File: config.mk
export PLATFORM = sky130hd
export DESIGN_NAME = int_to_double
export DESIGN_NICKNAME = d
export VERILOG_FILES = /design/src/rtl/fp64_pkg.sv /design/src/rtl/lzc64.sv /design/src/rtl/int_to_double.sv
export SDC_FILE = /design/constraint.sdc
export NUM_CORES = 1
export LEC_CHECK = 0
export BUFFER_PORTS_ARGS = -buffer_cell sky130_fd_sc_hd__buf_4
export CAP_MARGIN = 20
export CELL_PAD_IN_SITES_DETAIL_PLACEMENT = 1
export CELL_PAD_IN_SITES_GLOBAL_PLACEMENT = 1
export CORE_UTILIZATION = 51
export DETAILED_ROUTE_END_ITERATION = 8
export GPL_TIMING_DRIVEN = 1
export MAX_ROUTING_LAYER = met4
export PLACE_DENSITY_LB_ADDON = 0.1
export SLEW_MARGIN = 20
export SYNTH_ARGS = -nofsm -noshare
export SYNTH_HDL_FRONTEND = slang
export SYNTH_HIERARCHICAL = 1
export SYNTH_SLANG_ARGS = --single-unit
File: constraint.sdc
create_clock -name clk -period 14.1 [get_ports clk]
set_input_delay 0.705 -clock clk [delete_from_list [all_inputs] [get_ports clk]]
set_output_delay 0.705 -clock clk [all_outputs]
set_load 0.005 [all_outputs]
File: src/rtl/fp64_pkg.sv
// Shared binary64 field definitions and helpers used by the integer/FP conversion blocks.
package fp64_pkg;

  localparam int unsigned FP64_BIAS   = 1023;
  localparam int unsigned FP64_EXP_W  = 11;
  localparam int unsigned FP64_FRAC_W = 52;
  localparam int unsigned FP64_W      = 1 + FP64_EXP_W + FP64_FRAC_W;

  typedef struct packed {
    logic                   sign;
    logic [FP64_EXP_W-1:0]  exp;
    logic [FP64_FRAC_W-1:0] frac;
  } fp64_t;

  // Leading-zero count of a 64-bit word; an all-zero word reports 63.
  function automatic logic [5:0] lzc64(input logic [63:0] v);
    logic [5:0] cnt;
    cnt = 6'd63;
    for (int i = 0; i < 64; i++) begin
      if (v[i]) cnt = 6'(63 - i);
    end
    return cnt;
  endfunction

endpackage

File: src/rtl/lzc64.sv
// Combinational 64-bit leading-zero counter with an all-zero flag.
module lzc64 (
  input  logic [63:0] i_data,
  output logic [5:0]  o_count_c,
  output logic        o_zero_c
);

  assign o_count_c = fp64_pkg::lzc64(i_data);
  assign o_zero_c  = ~|i_data;

endmodule

File: src/rtl/int_to_double.sv
// 64-bit integer to binary64 converter, round-to-nearest-even, three elastic
// pipeline stages with valid/ready handshakes on both sides.
module int_to_double
  import fp64_pkg::*;
#(
  parameter bit          INPUT_SIGNED   = 1'b1,
  parameter int unsigned OUTPUT_LATENCY = 3
) (
  input  logic        clk,
  input  logic        rst_n,
  input  logic        a_tvalid,
  input  logic [63:0] a_tdata,
  output logic        a_tready,
  output logic        result_tvalid,
  output logic [63:0] result_tdata,
  input  logic        result_tready
);

  generate
    if (OUTPUT_LATENCY != 3) begin : g_bad_latency
      $error("int_to_double: OUTPUT_LATENCY must be 3");
    end
  endgenerate

  localparam int unsigned KEEP_W = FP64_FRAC_W + 1;

  logic                  r_v1, r_v2, r_v3;
  logic                  w_ld1, w_ld2, w_ld3;

  logic                  r_sign1;
  logic [63:0]           r_mag1;
  logic                  r_sign2;
  logic                  r_zero2;
  logic [63:0]           r_norm2;
  logic [FP64_EXP_W-1:0] r_exp2;
  logic [63:0]           r_res;

  logic                  w_sign;
  logic [63:0]           w_mag;
  logic [5:0]            w_lzc;
  logic                  w_lz_zero;

  logic [KEEP_W-1:0]      w_kept;
  logic                   w_guard;
  logic                   w_sticky;
  logic                   w_round_up;
  logic [KEEP_W:0]        w_sum;
  logic                   w_carry;
  logic [FP64_FRAC_W-1:0] w_frac;
  logic [FP64_EXP_W-1:0]  w_exp;
  fp64_t                  w_packed;

  // A stage loads when empty or when its contents move on this cycle.
  assign w_ld3    = !r_v3 || result_tready;
  assign w_ld2    = !r_v2 || w_ld3;
  assign w_ld1    = !r_v1 || w_ld2;
  assign a_tready = w_ld1;

  assign w_sign = INPUT_SIGNED & a_tdata[63];
  assign w_mag  = w_sign ? (~a_tdata + 64'd1) : a_tdata;

  lzc64 u_lzc (
    .i_data    (r_mag1),
    .o_count_c (w_lzc),
    .o_zero_c  (w_lz_zero)
  );

  // Rounding: a carry out of the 53-bit significand renormalises by one place.
  assign w_kept     = r_norm2[63:11];
  assign w_guard    = r_norm2[10];
  assign w_sticky   = |r_norm2[9:0];
  assign w_round_up = w_guard & (w_sticky | w_kept[0]);
  assign w_sum      = {1'b0, w_kept} + (KEEP_W+1)'(w_round_up);
  assign w_carry    = w_sum[KEEP_W];
  assign w_frac     = w_carry ? w_sum[KEEP_W-1:1] : w_sum[FP64_FRAC_W-1:0];
  assign w_exp      = r_exp2 + FP64_EXP_W'(w_carry);

  always_comb begin
    w_packed = '0;
    if (!r_zero2) begin
      w_packed.sign = r_sign2;
      w_packed.exp  = w_exp;
      w_packed.frac = w_frac;
    end
  end

  // Control and output registers.
  always_ff @(posedge clk) begin
    if (!rst_n) begin
      r_v1  <= 1'b0;
      r_v2  <= 1'b0;
      r_v3  <= 1'b0;
      r_res <= '0;
    end else begin
      if (w_ld1) r_v1 <= a_tvalid;
      if (w_ld2) r_v2 <= r_v1;
      if (w_ld3) r_v3 <= r_v2;
      if (w_ld3 && r_v2) r_res <= w_packed;
    end
  end

  // Datapath registers carry no reset; the valid bits qualify them.
  always_ff @(posedge clk) begin
    if (w_ld1 && a_tvalid) begin
      r_sign1 <= w_sign;
      r_mag1  <= w_mag;
    end
    if (w_ld2 && r_v1) begin
      r_sign2 <= r_sign1;
      r_zero2 <= w_lz_zero;
      r_norm2 <= r_mag1 << w_lzc;
      r_exp2  <= FP64_EXP_W'(FP64_BIAS + 63) - FP64_EXP_W'(w_lzc);
    end
  end

  assign result_tvalid = r_v3;
  assign result_tdata  = r_res;

endmodule
# Word level (Yosys, flattened, before mapping)

Cells that the tools add are included.

Output and inout bits: 66
Input bits: 68
Flip-flop bits (word level): 209
Logic and storage cells: 97

Add/subtract/negate cells: 4
Muxes and demuxes: 66
Shifts and indexed selects: 1
Reductions and logical operators: 12
Bitwise operators: 3

Operator list:

| operator                                                             | number |
|---|---|
| 6-bit two-way mux                                                    | 32 |
| 5-bit two-way mux                                                    | 16 |
| 64-bit by 1-bit adder with 64-bit output (second input constant)     | 1 |
| 64-bit two-way mux                                                   | 1 |
| 64-bit inverter                                                      | 1 |
| 64-bit OR reduction                                                  | 1 |
| 64-bit by 6-bit << shifter with 64-bit output                        | 1 |
| 63-bit two-way mux                                                   | 1 |
| 53-bit by 1-bit adder with 54-bit output                             | 1 |
| 52-bit two-way mux                                                   | 1 |
| 4-bit two-way mux                                                    | 8 |
| 3-bit two-way mux                                                    | 4 |
| 11-bit by 1-bit adder with 11-bit output                             | 1 |
| 11-bit by 6-bit subtractor with 11-bit output (first input constant) | 1 |
| 10-bit OR reduction                                                  | 1 |
| 1-bit logical NOT                                                    | 4 |
| 2-bit two-way mux                                                    | 2 |
| 1-bit logical AND                                                    | 3 |
| 1-bit logical OR                                                     | 3 |
| 1-bit AND                                                            | 1 |
| 1-bit two-way mux                                                    | 1 |
| 1-bit OR                                                             | 1 |

# Depth between registers and ports, before layout

Gate-level depths: netlist (run 1).

Depth after elaboration: 64
Depth in mapped cells: 14
Mapped depth without buffers: 11

# By module

Netlist (run 1), hierarchy kept.

By module, submodules not included:

| module        | instances | area each (µm²) | seq. area each (µm²) | cells an instance |
|---|---|---|---|---|
| int_to_double | 1         | 13140.1         | 5605.4               | 1294 |
| lzc64         | 1         | 797.0           | 0.0                  | 139 |

# Worst setup path before layout (run 1)

No wires, ideal clock.

Path kind: input-to-reg
Start: input port result_tready
End: register r_exp2[0] (enable)
Required time: 13470 ps
Stages on the path: 2
Library setup time: 630 ps
Arrival: 6389 ps
Slack: 7081 ps
Buffers on the path: 0
Path through: nor2b_1 a21boi_0

Cells in the longest elaborated chain, start to end: 3

RTL lines:

| item                   | RTL line             | text |
|---|---|---|
| start: declaration     | int_to_double.sv:16  | `input logic result_tready` |
| 1-bit logical OR       | int_to_double.sv:54  | `assign w_ld3 = !r_v3 \|\| result_tready;` |
| 1-bit logical OR       | int_to_double.sv:55  | `assign w_ld2 = !r_v2 \|\| w_ld3;` |
| 1-bit logical AND      | int_to_double.sv:108 | `if (w_ld2 && r_v1) begin` |
| end signal: assignment | int_to_double.sv:112 | `r_exp2 <= FP64_EXP_W'(FP64_BIAS + 63) - FP64_EXP_W'(w_lzc);` |
| end: declaration       | int_to_double.sv:35  | `logic [FP64_EXP_W-1:0] r_exp2;` |

No other way between the ends.
A chain may end at the register's enable or synchronous reset.

# Final worst setup path (run 1)

Start: register r_mag1[45]
End: register r_norm2[57] (data pin)

Cells in the longest elaborated chain, start to end: 20

RTL lines:

| item                                          | RTL line             | text |
|---|---|---|
| start: declaration                            | int_to_double.sv:31  | `logic [63:0] r_mag1;` |
| start signal: assignment                      | int_to_double.sv:106 | `r_mag1 <= w_mag;` |
| 6-bit two-way mux (19 in a row)               | fp64_pkg.sv:20       | `if (v[i]) cnt = 6'(63 - i);` |
| via w_lzc[0]                                  | int_to_double.sv:40  | `logic [5:0] w_lzc;` |
| 64-bit by 6-bit << shifter with 64-bit output | int_to_double.sv:111 | `r_norm2 <= r_mag1 << w_lzc;` |
| end signal: assignment                        | int_to_double.sv:111 |  |
| end: declaration                              | int_to_double.sv:34  | `logic [63:0] r_norm2;` |

The timed path passes the listed nets, and every way through them passes these cells.

==> run metrics, run 1 <==
grt ovf 0; M1 WL 18200 um; DRT Wirelength 44800 um; Initial Util 51.9%; status completed; Root Driver clkbuf_16; final worst path period share 39.7%; Worst-path clk slew 60 ps; CTS tree built; Cell Rows 60; CP Launch Type flop; first-pass GRT wire length 70200 um; FF+latch area 5610 sq um; Pint 1260 uW; Num CTS Buffers 24; DR WL/cell 23.8 um; Boundary Pins 134; asr flop ratio synth 0%; syn_nets 1506; Final Max Slew Viols 0; placed instance area 15300 sq um; largest net degree at the start of global routing 78; first-iteration detailed-routing DRC count 938; Peak Freq 0.179 GHz; DIE WIDTH 167 um; Worst path most repeated cell buf_4; Mean Syn Cell Area 9.73 sq um; DPL Wire Length 32900 um; worst skew pair latency 540 ps; Worst Hold Class in -> reg; Final GP Congestion 0.993; Final Power 1830 uW; H-tree Lvls 1; Residual DRC 0; leak pwr 0.00567 uW; combinational share of power 22.9%; Vias/cell 6.49; Inst Count DP 1841; most frequent cells in the layout nand2_1, buf_4, edfxtp_1, o21ai_0, nor2_1; slowest stage cell, crit path a2111oi_0; final hold violation count 0; Worst IR Drop VDD 0.0791 mV; CP Data Arrival Time 5820 ps; Total Routing Usage GR 32.8%; clock skew 16.5 ps; max-cap violation count 0; post-synth cell types 72; CTS max path bufs 3; Synth Cell Area 13900 sq um; Sw Ratio 31.0%; commonest non-fill, non-tap cell in the layout nand2_1; core area 26900 sq um; antenna violations before repair 0; number of inserted diodes 0; WL met2 22500 um; Synth Instances 1433; Flop pwr share 42.8%; vias after detailed routing 12200; final setup slack of the worst path 8500 ps; max_slew headroom 27.4%; Worst R2R Setup Slack 8500 ps; PwrDens 114 nW/um^2; post_cts resized 0; setup TNS 0 ps; sequential-to-total area share from yosys stat 40.2%; Hold Buf Count CTS 0; Layout Nets 1599; P&R area growth vs syn 15.0%; Post-DRT Antenna Nets 0; Critical Path, Cell by Cell nor3b_1, a2111oi_0, nand2_1, a2111o_1, a211oi_4, buf_4, buf_4, mux4_2, nor2_1, a21oi_1, o21ai_0, o221ai_1; clock share of power 34.3%; Worst Tran Pin Value 1080 ps; RSZ-0062 raised after global routing no; Post-synth EDFFs 142; top routing layer in use met4; slowest stage delay, CP 830 ps; multi-input logic area 8000 sq um; WP data required 14330 ps; design area 16000 sq um; fin cells 1885; Primary FF master, synth edfxtp_1; Die Y 167 um; crit end category flop; critical path class reg -> reg; total die area 28000 sq um; switching power 568 uW; Setup violations, final 0; vias in the first global route 12200; Synthesis Warnings 6; Seq cells post-synth 209; Post CTS Setup Buffer Count 0; share of cells above drive strength 1 19.4%; Placement Setup Slack 8480 ps; Tmin final 5600 ps; routed wl met3 2170 um; Pre-antenna DRT Iters 5; fill cell count 2976; CP max FO 39; number of buffers added on ports 133; count of clock tree sinks 209
-- per-stage QoR --
stage | hold WS, ps | utilization [%]
6_report | 373 | 59.7
5_1_grt | 366 | 59.7
4_1_cts | 361 | 59.7
3_5_place_dp | 434 | 56.8
3_3_place_gp | 432 | 56.8
2_1_floorplan | 400 | -
-- final cells by class --
cell class	count	share of cell area, %
Clock inverter	13	0.570
Clock buffer	31	4.31
Timing Repair Buffer	149	6.98
Sequential cell	209	35.0
Tap cell	341	2.66
Multi-Input combinational cell	1115	49.9
Inverter	27	0.632
-- synthesized netlist by cell type, drive strengths merged, types with 4 or more instances --
master	instances	share of area (%)
buf	18	0.55
nor2	98	2.7
a211oi	9	0.48
dfxtp	67	9.6
nor4	32	1.7
o211ai	18	0.97
or4	13	0.86
edfxtp	142	31
nand2	214	5.8
xor2	27	1.7
o41ai	11	0.80
or3	11	0.53
a311o	4	0.29
nor2b	16	0.72
nand4	34	1.6
nand2b	13	0.58
and2	13	0.58
and4	6	0.38
mux4	65	11
o31ai	19	1.0
mux2i	45	3.2
nor3b	4	0.22
o21ai	105	3.8
ha	5	0.45
mux2	18	1.5
a21oi	42	1.5
and3	21	0.94
nand3	52	1.9
nor3	31	1.1
xnor2	80	5.0
a22oi	6	0.32
a21boi	13	0.70
o221ai	9	0.57
clkbuf	64	1.7
o2111ai	4	0.25
inv	24	0.65
o22ai	14	0.63
a31oi	11	0.49
a21o	5	0.27
o22a	10	0.63
-- power groups by stage --
stage | logic, uW | clock network [uW] | registers (uW)
2_1_floorplan | 284 | 0 | 769
3_3_place_gp | 400 | 0 | 788
3_5_place_dp | 411 | 0 | 794
4_1_cts | 415 | 633 | 782
5_1_grt | 451 | 651 | 790
6_report | 419 | 628 | 784
-- registers in the layout, indices dropped and copies added (netlist names) --
| name | flops |
|---|---|
| r_mag1 | 64 |
| r_norm2 | 64 |
| result_tdata | 64 |
| r_exp2 | 11 |
| r_sign1 | 1 |
| r_sign2 | 1 |
| r_v1 | 1 |
| r_v2 | 1 |
| r_zero2 | 1 |
| result_tvalid | 1 |
-- cell families after synthesis --
group,count (synthesis),share of synthesized area (%)
simple gates,569,20.1
compound gates,306,14.3
flops,209,40.2
mux,128,15.2
buf+inv,109,3.00
xor+xnor,107,6.72
fa+ha+maj,5,0.449
-- worst paths after layout --
check                   from     endpoint  cells past startpoint
setup / recovery  r_mag1[45]  r_norm2[57]                     12
hold / removal    a_tdata[0]    r_mag1[0]                      1
setup reg to reg  r_mag1[45]  r_norm2[57]                     12
hold reg to reg      r_sign1      r_sign2                      0
-- worst max-delay path, delay by kind of cell, from the launching register on --
family          cells  cell delay (ps)
compound gates      6             2620
flops               1              470
mux                 1              610
simple gates        3              410
buf+inv             2             1150
-- layer usage --
layer | vias to the layer above | global-route usage (%)
li1 | 5645 | -
met3 | 101 | 3.33
met5 | - | -
met2 | 448 | 55.4
met1 | 6044 | 40.1
met4 | 0 | 14.2
No activity file was read; power rests on OpenSTA's default activity.
==> run 2, diff against run 1 <==
Settings changed: CORE_UTILIZATION 51 to 47.
Clock period 14.1 ns to 5.8 ns, I/O delays scaled along.
==> run 2 against run 1 <==
  * Hold slack worse by 320 ps
  * Core utilization down 3.6 points
  * Count of clock-buffer cells in the layout shrank 4
  * Flip-flop and latch count is the same
  * Maximum frequency up 9.3%
==> run metrics, run 2 (same netlist as run 1, synthesis figures left out) <==
CP Launch Type flop; DIE WIDTH 174 um; commonest non-fill, non-tap cell in the layout nand2_1; Peak Freq 0.195 GHz; DRT Wirelength 43800 um; crit end category flop; Final Max Slew Viols 0; Post-DRT Antenna Nets 0; final hold violation count 0; final setup slack of the worst path 682 ps; Finished Core Util 56.1%; Boundary Pins 134; Pre-antenna DRT Iters 5; core area 28900 sq um; final worst path period share 88.2%; max-cap violation count 0; Post CTS Setup Buffer Count 0; clock skew 12.9 ps; status completed; post_cts resized 0; grt ovf 0; vias in the first global route 12200; first-pass GRT wire length 69000 um; share of cells above drive strength 1 20.0%; Num CTS Buffers 24; worst skew pair latency 530 ps; Setup violations, final 0; Root Driver clkbuf_16; WP data required 6040 ps; Cell Rows 62; Hold Buf Count CTS 1; Total Routing Usage GR 29.7%; CTS tree built; vias after detailed routing 12100; largest net degree at the start of global routing 78; number of buffers added on ports 133; DPL Wire Length 33100 um; Layout Nets 1612; Final Power 4480 uW; CP Data Arrival Time 5360 ps; Worst-path clk slew 60 ps; critical path class reg -> reg; RSZ-0062 raised after global routing no; P&R area growth vs syn 16.5%; total die area 30300 sq um; count of clock tree sinks 209; Die Y 174 um; CTS max path bufs 3; final hold slack 54.0 ps; Tmin final 5120 ps; DR WL/cell 22.6 um; antenna violations before repair 0; Vias/cell 6.23; CP max FO 15; Placement Setup Slack 746 ps; most frequent cells in the layout nand2_1, buf_4, edfxtp_1, o21ai_0, nor2_1; first-iteration detailed-routing DRC count 1007; Worst IR Drop VDD 0.222 mV; Final GP Congestion 0.949; Worst Hold Class in -> reg; H-tree Lvls 1; Initial Util 48.2%; max_slew headroom 31.9%; Residual DRC 0; setup TNS 0 ps; PwrDens 276 nW/um^2; number of inserted diodes 0; leak pwr 0.00574 uW; Worst Tran Pin Value 1020 ps
==> run 2: worst paths after layout <==
kind | startpoint | cells after the start | end | slack [ps]
max | r_mag1[45] | 11 | r_norm2[56] | 680
min | a_tdata[62] | 2 | r_mag1[63] | 50
max reg2reg | r_mag1[45] | 11 | r_norm2[56] | 680
min reg2reg | r_sign1 | 0 | r_sign2 | 450
==> run 2: where the power goes <==
group	total, uW	internal [uW]	switching (uW)
registers	1900	1740	160
logic	1030	456	575
clock network	1540	919	625
==> run 2: metrics by stage <==
step | cell area, sq um | instances
2_1_floorplan | 13900 | 1433
3_3_place_gp | 15400 | 1896
3_5_place_dp | 15400 | 1896
4_1_cts | 16200 | 1941
5_1_grt | 16200 | 1941
6_report | 16200 | 1941
==> run 2: routing by layer <==
layer	routed length, um	global-route usage, %
met4	1590	10.9
met2	22200	50.5
met1	18300	36.9
met3	1710	2.49
met5	0	-
==> run 2: layout make-up <==
class	count	area [sq um]
clock inverters	17	166
repair buffers	162	1240
multi-input cells	1115	8000
inverters	27	101
flip-flops and latches	209	5610
clock buffers	27	633
well taps	384	480
fillers	3234	12700
==> run 2: critical path, cell delays in order (launching register included) <==
cell and delay, ps:
edfxtp_1 490, nor3b_1 190, a2111oi_0 680, nand2_1 120, a2111o_1 470, a211oi_4 710
buf_4 330, mux4_2 520, o21ai_0 460, nor2_1 80, a31oi_1 520, o221ai_1 250
==> run 3, diff against run 2 <==
Settings changed: BUFFER_PORTS_ARGS -buffer_cell sky130_fd_sc_hd__buf_4 to -buffer_cell sky130_fd_sc_hd__buf_2, REMOVE_ABC_BUFFERS from default to 1.
==> run 3 against run 2 <==
  * Critical path type unchanged
  * Register-to-register slack gained 320 ps
  * Core utilization shrank 1.5 points
  * Highest routed layer unchanged
  * Via count shrank 1.5%
  * Wire length shrank 5.4%
  * Power shrank 3.1%
  * Clock power shrank 6%
  * Combinational power shrank 3%
  * Non-clock buffer count shrank 7
  * Maximum frequency grew 6.7%
==> run metrics, run 3 (same netlist as run 1, synthesis figures left out) <==
status completed; Num CTS Buffers 25; Final Power 4340 uW; Tmin final 4800 ps; WL met2 20500 um; total die area 30300 sq um; Worst R2R Setup Slack 1000 ps; grt ovf 0; Final Max Slew Viols 0; Hold Crit Start a_tdata[11]; Post-DRT Antenna Nets 0; leak pwr 0.00563 uW; CTS max path bufs 3; Pre-antenna DRT Iters 6; Post CTS Setup Buffer Count 0; Layout Nets 1606; DRT Wirelength 41400 um; core area 28900 sq um; clock skew 9.18 ps; Worst Hold Class in -> reg; DIE WIDTH 174 um; M1 WL 18300 um; placed instance area 15000 sq um; Die Y 174 um; fill cell count 3256; H-tree Lvls 1; WP data required 6020 ps; share of cells above drive strength 1 19.7%; Cell Rows 62; switching power 1330 uW; CTS tree built; combinational share of power 22.9%; r2r worst-path depth 11; Final GP Congestion 0.969; commonest non-fill, non-tap cell in the layout nand2_1; Worst IR Drop VDD 0.219 mV; clock share of power 33.4%; top routing layer in use met4; PwrDens 274 nW/um^2; critical path class reg -> reg; max_slew headroom 30.0%; vias in the first global route 11900; number of inserted diodes 0; Pint 3010 uW; RSZ-0062 raised after global routing no; Vias/cell 6.16; worst skew pair latency 530 ps; Boundary Pins 134; worst r2r dst r_norm2[56]; count of clock tree sinks 209; Sw Ratio 30.7%; CP Launch Type flop; number of buffers added on ports 133; routed wl met3 1580 um; hold path cells 2; Total Routing Usage GR 28.0%; vias after detailed routing 11900; Worst-path clk slew 60 ps; Hold EP r_mag1[11]; Peak Freq 0.208 GHz; CP Data Arrival Time 5020 ps; Residual DRC 0; final worst path period share 82.7%; antenna violations before repair 0; worst r2r src r_mag1[45]; final hold violation count 0; max-cap violation count 0; Worst Tran Pin Value 1050 ps; CP max FO 73; largest net degree at the start of global routing 74; Initial Util 48.2%; final hold slack 75.8 ps; DR WL/cell 21.4 um; DPL Wire Length 31300 um; Flop pwr share 43.7%; first-pass GRT wire length 66100 um; P&R area growth vs syn 13.4%; design area 15800 sq um; Setup violations, final 0; crit end category flop; first-iteration detailed-routing DRC count 879; Root Driver clkbuf_16; most frequent cells in the layout nand2_1, edfxtp_1, buf_2, o21ai_0, nor2_1
-- run 3: critical path: stages (launching register included) --
cell and delay (ps):
edfxtp_1 470, nor3b_1 180, a2111oi_0 660, a21oi_1 160
a2111o_1 440, a211oi_4 230, buf_12 450, mux4_2 590
o21ai_0 440, nor2_1 80, a31oi_1 490, o221ai_1 270
-- run 3: stage by stage --
stage / cells / util (%) / setup TNS (ps) / worst slack, ps
2_1_floorplan: 1351 / - / -547710 / -6800
3_3_place_gp: 1889 / 52.0 / 0 / 1070
3_5_place_dp: 1889 / 52.0 / 0 / 1060
4_1_cts: 1935 / 54.6 / 0 / 1050
5_1_grt: 1935 / 54.6 / 0 / 831
6_report: 1935 / 54.6 / 0 / 1000
-- run 3: power groups by stage --
stage | registers [uW] | logic, uW | clock network, uW
after floorplan | 1870 | 734 | 0
after global placement | 1910 | 961 | 0
after detailed placement | 1920 | 983 | 0
after CTS | 1890 | 988 | 1480
after global routing | 1910 | 1070 | 1530
final | 1900 | 994 | 1450
-- run 3: repair_timing --
item | 4_1_cts | 5_1_grt
hold buffers | 1 | 0
endpoints found under the setup margin | 0 | 0
resized for setup | 0 | 0
hold endpoints to repair | 1 | 0
-- run 3: area by class of cell --
| type | count | area, sq um | area share (%) |
|---|---|---|---|
| tap | 384 | 480 | 3.04 |
| clock buffer | 32 | 686 | 4.34 |
| inverter | 27 | 101 | 0.641 |
| timing repair buffer | 155 | 858 | 5.43 |
| multi-input combinational | 1115 | 8000 | 50.6 |
| clock inverter | 13 | 75.1 | 0.475 |
| sequential | 209 | 5610 | 35.5 |
-- run 3: worst max-delay path by stage --
| stage | startpoint | end | slack [ps] | depth (start not counted) |
|---|---|---|---|---|
| floorplan | r_mag1[45] | r_norm2[29] | -6800 | 11 |
| global placement | r_mag1[45] | r_norm2[56] | 1070 | 11 |
| detailed placement | r_mag1[45] | r_norm2[56] | 1060 | 11 |
| CTS | r_mag1[45] | r_norm2[56] | 1050 | 11 |
| global route | r_mag1[45] | r_norm2[25] | 830 | 12 |
| finish | r_mag1[45] | r_norm2[56] | 1000 | 11 |
-- run 3: routing by layer --
layer  track usage (%)  vias to the layer above
met5                 -                        -
met3              2.60                       69
met4              8.15                        0
met2              47.5                      331
li1                  -                     5641
met1              35.7                     5877
